File: config.mk
export PLATFORM = sky130hd
export DESIGN_NAME = mem_bus_arbiter
export DESIGN_NICKNAME = d
export VERILOG_FILES = /design/src/rtl/mem_bus_arbiter.sv
export SDC_FILE = /design/constraint.sdc
export NUM_CORES = 1
export LEC_CHECK = 0
export BUFFER_PORTS_ARGS = -buffer_cell sky130_fd_sc_hd__buf_2
export CAP_MARGIN = 20
export CORE_MARGIN = 1
export CORE_UTILIZATION = 26
export DETAILED_ROUTE_END_ITERATION = 16
export GPL_TIMING_DRIVEN = 0
export PLACE_DENSITY = 0.61
export SETUP_SLACK_MARGIN = 0.5
export SYNTH_ARGS = -nofsm -noshare
export SYNTH_HDL_FRONTEND = slang
export SYNTH_SLANG_ARGS = --single-unit
File: constraint.sdc
create_clock -name clk -period 3.55 [get_ports clk]
set_input_delay 0.1775 -clock clk [delete_from_list [all_inputs] [get_ports clk]]
set_output_delay 0.1775 -clock clk [all_outputs]
set_load 0.03 [all_outputs]
File: src/rtl/mem_bus_arbiter.sv
// Arbiter sharing one SRAM-like bus between fetch (I) and mem stage (D).
// Optional watchdog on the DATA phase: define MEM_ARB_TIMEOUT_EN.
module mem_bus_arbiter #(
    parameter int MAX_D_STREAK   = 4,
    parameter int TIMEOUT_CYCLES = 255
) (
    input  logic        clk,
    input  logic        rst,
    input  logic        i_req,
    input  logic [31:0] i_addr,
    output logic        i_done,
    output logic [31:0] i_rdata,
    input  logic        d_req,
    input  logic [3:0]  d_wen,
    input  logic [31:0] d_addr,
    input  logic [31:0] d_wdata,
    output logic        d_done,
    output logic [31:0] d_rdata,
    output logic        bus_req,
    output logic [3:0]  bus_wen,
    output logic [31:0] bus_addr,
    output logic [31:0] bus_wdata,
    input  logic        bus_addr_ok,
    input  logic        bus_data_ok,
    input  logic [31:0] bus_rdata,
    output logic        bus_err
);

    localparam int SW_RAW = $clog2(MAX_D_STREAK + 1);
    localparam int SW     = (SW_RAW < 3) ? 3 : SW_RAW;
    localparam logic [SW-1:0] STREAK_MAX = SW'(MAX_D_STREAK);

    localparam logic [1:0] S_IDLE = 2'd0;
    localparam logic [1:0] S_ADDR = 2'd1;
    localparam logic [1:0] S_DATA = 2'd2;

    logic [1:0]    state;
    logic          grant_d;
    logic [SW-1:0] streak;
    logic [3:0]    wen_q;
    logic [31:0]   addr_q;
    logic [31:0]   wdata_q;
    logic          pick_d;
    logic          tmo;
    logic          fin;

    // D wins unless I has waited through a full D streak
    assign pick_d = d_req && !(i_req && (streak == STREAK_MAX));

`ifdef MEM_ARB_TIMEOUT_EN
    localparam int WW = $clog2(TIMEOUT_CYCLES + 1);
    logic [WW-1:0] wd;

    // Watchdog: counts DATA cycles, restarts on every address acceptance
    always_ff @(posedge clk or negedge rst) begin
        if (!rst) begin
            wd <= '0;
        end else if (state == S_ADDR && bus_addr_ok) begin
            wd <= '0;
        end else if (state == S_DATA) begin
            wd <= wd + 1'b1;
        end
    end

    assign tmo = (state == S_DATA) && !bus_data_ok
               && (wd == WW'(TIMEOUT_CYCLES));
`else
    assign tmo = 1'b0;
`endif

    assign fin       = (state == S_DATA) && (bus_data_ok || tmo);
    assign i_done    = fin && !grant_d;
    assign d_done    = fin && grant_d;
    assign i_rdata   = tmo ? 32'h0 : bus_rdata;
    assign d_rdata   = tmo ? 32'h0 : bus_rdata;
    assign bus_err   = tmo;
    assign bus_req   = (state == S_ADDR);
    assign bus_wen   = wen_q;
    assign bus_addr  = addr_q;
    assign bus_wdata = wdata_q;

    // Main FSM plus latched copy of the granted request
    always_ff @(posedge clk or negedge rst) begin
        if (!rst) begin
            state   <= S_IDLE;
            grant_d <= 1'b1;
            wen_q   <= 4'h0;
            addr_q  <= 32'h0;
            wdata_q <= 32'h0;
        end else begin
            unique case (state)
                S_IDLE: begin
                    if (i_req || d_req) begin
                        state   <= S_ADDR;
                        grant_d <= pick_d;
                        wen_q   <= pick_d ? d_wen : 4'h0;
                        addr_q  <= pick_d ? d_addr : i_addr;
                        wdata_q <= pick_d ? d_wdata : 32'h0;
                    end
                end
                S_ADDR: begin
                    if (bus_addr_ok) begin
                        state <= S_DATA;
                    end
                end
                S_DATA: begin
                    if (fin) begin
                        state <= S_IDLE;
                    end
                end
                default: state <= S_IDLE;
            endcase
        end
    end

    // Streak of D grants taken while I was waiting
    always_ff @(posedge clk or negedge rst) begin
        if (!rst) begin
            streak <= '0;
        end else if (state == S_IDLE) begin
            if (!i_req || !pick_d) begin
                streak <= '0;
            end else if (streak != STREAK_MAX) begin
                streak <= streak + 1'b1;
            end
        end
    end

endmodule

==> flow_metrics.env, run 1 <==
export IMPL_fin_crit_sh=0.5037
export IMPL_grt_util_all_layers=0.1612
export IMPL_rows=45
export IMPL_regToRegStartpoint="streak[0]"
export IMPL_crit_type="flip-flop to flip-flop"
export IMPL_p_leak_nw=2.885
export IMPL_dp_cells=846
export IMPL_cts_clk_slew_worst_paths_ns=0.06
export IMPL_antenna_cells=0
export IMPL_fin_util=0.3835
export IMPL_cts_max_path_buffers=2
export IMPL_dr_total_vias=4112
export IMPL_startpoint="streak[0]"
export IMPL_place_congestion=0.7589
export IMPL_area_delta_synth_final_pct=43.78
export IMPL_synth_mux_area_frac=0
export IMPL_synthesis_nets=557
export IMPL_switching_share=0.4661
export IMPL_grt_max_degree=46
export IMPL_maxSlewHeadroom=0.6440
export IMPL_timing_fmax_mhz=559.2
export IMPL_syn_avg_cell_area_um2=9.725
export IMPL_core_um2=15200
export IMPL_place_area_um2=5522
export IMPL_layout_commonest_cell="buf_2"
export IMPL_timing_final_ws_setup_ns=1.762
export IMPL_boundaryPins=274
export IMPL_synth_simple_area_share=0.1611
export IMPL_hold_class="primary input to flip-flop"
export IMPL_ys_warnings_count=0
export IMPL_layout_common_cells="buf_2, dfrtp_1, buf_4"
export IMPL_hpwlAfterDp_mm=9.785
export IMPL_via_per_inst=4.765
export IMPL_pre_cts_ws_ns=1.765
export IMPL_end_kind="flip-flop"
export IMPL_layout_cells_non_filler=863
export IMPL_synth_seq_cells=74
export IMPL_max_vdd_ir_drop_mv=0.4284
export IMPL_max_cap_violations=0
export IMPL_p_switching_mw=2.327
export IMPL_io_buffers=240
export IMPL_grt_setup_unrepaired="no"
export IMPL_initial_utilization=0.2667
export IMPL_slew_viol_final=0
export IMPL_outcome="finished clean"
export IMPL_nNetsFinal=810
export IMPL_die_h_um=126.9
export IMPL_synth_fa_ha_area_frac=0.006171
export IMPL_synth_seq_area_share=0.4570
export IMPL_fin_area_um2=5831
export IMPL_dieArea_um2=16100
export IMPL_synth_compound_area_share=0.1898
export IMPL_syn_area_um2=4055
export IMPL_routed_wl_mm=13.08
export IMPL_antenna_found_initial=0
export IMPL_hold_start="bus_addr_ok"
export IMPL_drc=0
export IMPL_cts_buffers=9
export IMPL_p_clk_frac=0.185
export IMPL_power_frac_seq=0.291
export IMPL_drt_first_iter_violations=114
export IMPL_die_x_um=126.9
export IMPL_drtAntennaViolNets=0
export IMPL_synthXorXnorAreaFrac=0
export IMPL_htree_levels=3
export IMPL_min_period_ns=1.788
export IMPL_overflow=0
export IMPL_grt_pass1_wl_mm=20.33
export IMPL_post_drt_wl_per_cell_um=15.15
export IMPL_power_frac_comb=0.523
export IMPL_hold_viol=0
export IMPL_tritoncts="built"
export IMPL_cts_setup_buffers=0
export IMPL_cts_root_buf="clkbuf_16"
export IMPL_drt_first_pass_iters=4
export IMPL_setup_viol=0
export IMPL_synthCells=417
export IMPL_crit_arrival_ns=1.98
export IMPL_yosysUniqueCellTypes=27
export IMPL_final_layout_size_suffix_gt1_frac=0.5156
export IMPL_crit_path_start_kind="flip-flop"
export IMPL_finalSetupTns_ns=0
export IMPL_skew_ns=0.004684
export IMPL_crit_fanout=10
export IMPL_clock_sinks=74
export IMPL_grt_pass1_vias=3993
export IMPL_p_int_mw=2.666
export IMPL_crit_required_ns=3.74
export IMPL_cellPowerDensity_nw_per_um2=856.3
export IMPL_synth_top_family_by_area="compound AO/OA/AOI/OAI gates"
export IMPL_clk_latency_ns=0.33
export IMPL_tightestPinTransition_ns=0.5339
## routing by layer
metal  global-route usage  vias up  wire length [um]
met5                    0        -                 0
met4              0.05042        0               119
met3              0.04935       10               914
met2               0.2608      169              6182
met1               0.2053     1953              5861
li1                     -     1980                 -
## sequential cells by signal, indices dropped and copies added (netlist names)
| register | cells |
|---|---|
| streak | 3 |
| bus_wen | 4 |
| grant_d | 1 |
| bus_wdata | 32 |
| state | 2 |
| bus_addr | 32 |
## worst max-delay path, cell delays in order, from the launching register on
cell and delay, ns:
dfrtp_1 0.41, inv_1 0.07, ha_1 0.18, nand3_4 0.14, nand2_2 0.24, clkbuf_1 0.45, o2bb2ai_1 0.15
## stage by stage
| step | hold WS, ns | total power, mW |
|---|---|---|
| 2_1_floorplan | -0.1181 | 3.267 |
| 3_3_place_gp | 0.3943 | 4.092 |
| 3_5_place_dp | 0.1521 | 4.105 |
| 4_1_cts | 0.03016 | 5.061 |
| 5_1_grt | 0.03798 | 5.335 |
| 6_report | 0.04445 | 4.993 |
## worst paths after layout
check | slack (ns) | cells after the start | endpoint
max in group asynchronous | 2.59 | 3 | grant_d
max reg2reg | 1.76 | 6 | bus_wdata[30]
min in group asynchronous | 0.32 | 2 | bus_wdata[7]
min reg2reg | 0.48 | 1 | bus_wdata[2]
min | 0.04 | 2 | state[0]
max | 1.76 | 6 | bus_wdata[30]
## Yosys cell counts
cell type | n | area share
or2_1 | 2 | 0.0031
a22o_1 | 1 | 0.0022
ha_1 | 2 | 0.0062
clkbuf_1 | 18 | 0.017
o211ai_1 | 31 | 0.057
buf_1 | 1 | 0.00092
and3_1 | 1 | 0.0015
nand2_1 | 4 | 0.0037
nand3_4 | 1 | 0.0043
buf_6 | 7 | 0.019
conb_1 | 1 | 0.00092
nor2_1 | 3 | 0.0028
dfstp_2 | 1 | 0.0065
nand4_1 | 34 | 0.052
nand2_2 | 1 | 0.0015
and2_1 | 1 | 0.0015
dfrtp_1 | 73 | 0.45
nand2b_1 | 3 | 0.0046
a32o_1 | 1 | 0.0025
o21ai_0 | 38 | 0.047
nor2b_1 | 1 | 0.0015
buf_4 | 68 | 0.13
nand3_1 | 68 | 0.084
o2bb2ai_1 | 36 | 0.078
inv_1 | 4 | 0.0037
buf_2 | 15 | 0.019
o211ai_2 | 1 | 0.0031
## power by group through the flow
stage | Combinational (mW) | Clock [mW] | Sequential, mW
4_1_cts | 2.65 | 0.959 | 1.46
3_3_place_gp | 2.63 | 0 | 1.46
3_5_place_dp | 2.65 | 0 | 1.46
2_1_floorplan | 1.10 | 0 | 2.17
5_1_grt | 2.84 | 0.998 | 1.50
6_report | 2.61 | 0.926 | 1.46
## cell families (layout without fill, tap and decap cells)
kind of cell / after synthesis / count (layout)
adder cells (fa/ha/maj): 2 / 2
flip-flops: 74 / 74
AO/OA/AOI/OAI: 108 / 108
buffers and inverters: 113 / 371
AND/OR/NAND/NOR: 119 / 119
other: 1 / 1
## final cells by class
type	instances	area, um^2
plain buffers	109	735.7
clock buffers	14	264.0
clock inverters	2	35.03
fillers	1586	9371
inverters	4	15.01
multi-input cells	230	1451
flip-flops and latches	74	1853
well taps	188	235.2
repair buffers	242	1241
## what timing repair did
item                       4_1_cts  5_1_grt
gates resized for setup          0        0
hold endpoints to repair        29        0
setup endpoints to repair        0        0
hold buffers                     1        0
Power figures use the tool's default switching activity.
==> run 2, diff against run 1 <==
- PLACE_DENSITY: 0.61 -> 0.63
- clock period: 3.55 -> 1.45 ns (I/O delays scaled with it)
==> run 2 against run 1 <==
Clock-buffer cell count decreased by 3; final area increased by 33%; largest power group unchanged; first-iteration DRC count increased by 76%; die area unchanged; clock skew decreased by 0.0014 ns; clock power increased to 3.0 times the previous value.
==> flow_metrics.env, run 2 (same netlist as run 1, synthesis figures left out) <==
export IMPL_pre_cts_ws_ns=-0.1827
export IMPL_nNetsFinal=892
export IMPL_grt_max_degree=44
export IMPL_outcome="finished clean"
export IMPL_drc=0
export IMPL_cp_cell_sequence="inv_1 -> ha_2 -> nand3_4 -> and2_4 -> buf_6 -> buf_6 -> o211ai_1"
export IMPL_whs_ns=0.01034
export IMPL_p_clk_frac=0.168
export IMPL_p_leak_nw=3.642
export IMPL_drt_first_pass_iters=4
export IMPL_cellPowerDensity_nw_per_um2=2151
export IMPL_power_frac_seq=0.233
export IMPL_critPathSlowestCell="dfrtp_1"
export IMPL_layout_cells_non_filler=945
export IMPL_finalSetupTns_ns=0
export IMPL_grt_pass1_wl_mm=21.71
export IMPL_cts_buffers=9
export IMPL_timing_fmax_mhz=697.5
export IMPL_drtAntennaViolNets=0
export IMPL_end_kind="flip-flop"
export IMPL_setup_viol=0
export IMPL_place_congestion=0.7751
export IMPL_tritoncts="built"
export IMPL_cts_max_path_buffers=2
export IMPL_max_vdd_ir_drop_mv=1.228
export IMPL_dr_total_vias=4501
export IMPL_crit_required_ns=1.70
export IMPL_die_x_um=126.9
export IMPL_switching_share=0.4089
export IMPL_skew_ns=0.003309
export IMPL_cts_clk_slew_worst_paths_ns=0.06
export IMPL_crit_type="flip-flop to flip-flop"
export IMPL_power_frac_comb=0.600
export IMPL_grt_util_all_layers=0.1717
export IMPL_area_delta_synth_final_pct=91.05
export IMPL_initial_utilization=0.2667
export IMPL_rows=45
export IMPL_antenna_found_initial=0
export IMPL_hpwlAfterDp_mm=9.606
export IMPL_p_int_mw=9.849
export IMPL_layout_commonest_cell="buf_2"
export IMPL_crit_fanout=10
export IMPL_fin_crit_sh=0.9887
export IMPL_clk_latency_ns=0.34
export IMPL_hold_class="primary input to flip-flop"
export IMPL_fin_util=0.5096
export IMPL_post_drt_wl_per_cell_um=16.19
export IMPL_dp_cells=846
export IMPL_layout_common_cells="buf_2, buf_4, buf_6"
export IMPL_crit_top_cell="buf_6"
export IMPL_crit_path_start_kind="flip-flop"
export IMPL_clock_sinks=74
export IMPL_drt_first_iter_violations=201
export IMPL_htree_levels=3
export IMPL_final_layout_size_suffix_gt1_frac=0.6050
export IMPL_hold_viol=0
export IMPL_antenna_cells=0
export IMPL_max_cap_violations=0
export IMPL_p_switching_mw=6.814
export IMPL_crit_arrival_ns=1.68
export IMPL_core_um2=15200
export IMPL_via_per_inst=4.763
export IMPL_min_period_ns=1.434
export IMPL_dieArea_um2=16100
export IMPL_grt_pass1_vias=4237
export IMPL_cts_root_buf="clkbuf_16"
export IMPL_timing_final_ws_setup_ns=0.01635
export IMPL_die_h_um=126.9
export IMPL_maxSlewHeadroom=0.6250
export IMPL_grt_setup_unrepaired="yes"
export IMPL_slew_viol_final=0
export IMPL_io_buffers=240
export IMPL_overflow=0
export IMPL_routed_wl_mm=15.30
export IMPL_boundaryPins=274
export IMPL_tightestPinTransition_ns=0.5626
export IMPL_slowest_delay_ns=0.39
[run 2: layer usage]
layer / vias to the layer above / track usage / wire, um
met4: 0 / 0.04902 / 237
met5: - / 0 / 0
met2: 173 / 0.2964 / 7729
li1: 2148 / - / -
met1: 2162 / 0.2083 / 6393
met3: 18 / 0.04808 / 943
[run 2: area by class of cell]
class / instances / area [um^2]
Buffer: 109 / 904.6
Clock buffer: 11 / 242.7
Clock inverter: 5 / 125.1
Fill cell: 1339 / 7455
Inverter: 4 / 15.01
Multi-Input combinational cell: 230 / 1837
Sequential cell: 74 / 1854
Tap cell: 188 / 235.2
Timing Repair Buffer: 324 / 2534
[run 2: worst paths after layout]
kind | startpoint | to | slack [ns] | depth (start not counted)
max in group asynchronous | rst | grant_d | 0.66 | 3
min in group asynchronous | rst | bus_addr[22] | 0.20 | 2
worst max register to register | streak[0] | bus_addr[4] | 0.02 | 7
worst min-delay path | i_addr[14] | bus_addr[14] | 0.01 | 3
worst min register to register | bus_wdata[31] | bus_wdata[31] | 0.51 | 1
worst max-delay path | streak[0] | bus_addr[4] | 0.02 | 7
[run 2: through the flow]
step / area (um^2) / total power [mW]
2_1_floorplan: 4109 / 8.158
3_3_place_gp: 5545 / 10.15
3_5_place_dp: 5575 / 10.20
4_1_cts: 6964 / 14.94
5_1_grt: 7747 / 17.49
6_report: 7747 / 16.66
[run 2: power by group through the flow]
| stage | Clock, mW | Combinational (mW) | Sequential (mW) |
|---|---|---|---|
| floorplan | 0 | 2.84 | 5.32 |
| global route | 2.94 | 10.6 | 3.98 |
| detailed placement | 0 | 6.64 | 3.55 |
| CTS | 2.86 | 8.30 | 3.77 |
| finish | 2.80 | 9.99 | 3.88 |
| global placement | 0 | 6.58 | 3.57 |
[run 2: critical path, delay by kind of cell, from the launching register on]
kind                     cells  cell delay, ns
AO/OA/AOI/OAI                1            0.17
buffers and inverters        3            0.33
adder cells (fa/ha/maj)      1            0.18
flip-flops                   1            0.39
AND/OR/NAND/NOR              2            0.28
[run 2: repair_timing]
action / in CTS / in global routing
pin swaps: 1 / 20
endpoints found under the setup margin: 144 / 146
hold buffers: 39 / 0
gates resized for setup: 166 / 100
setup buffers: 15 / 23
gates cloned: 0 / 6
endpoints found under the hold margin: 70 / 0
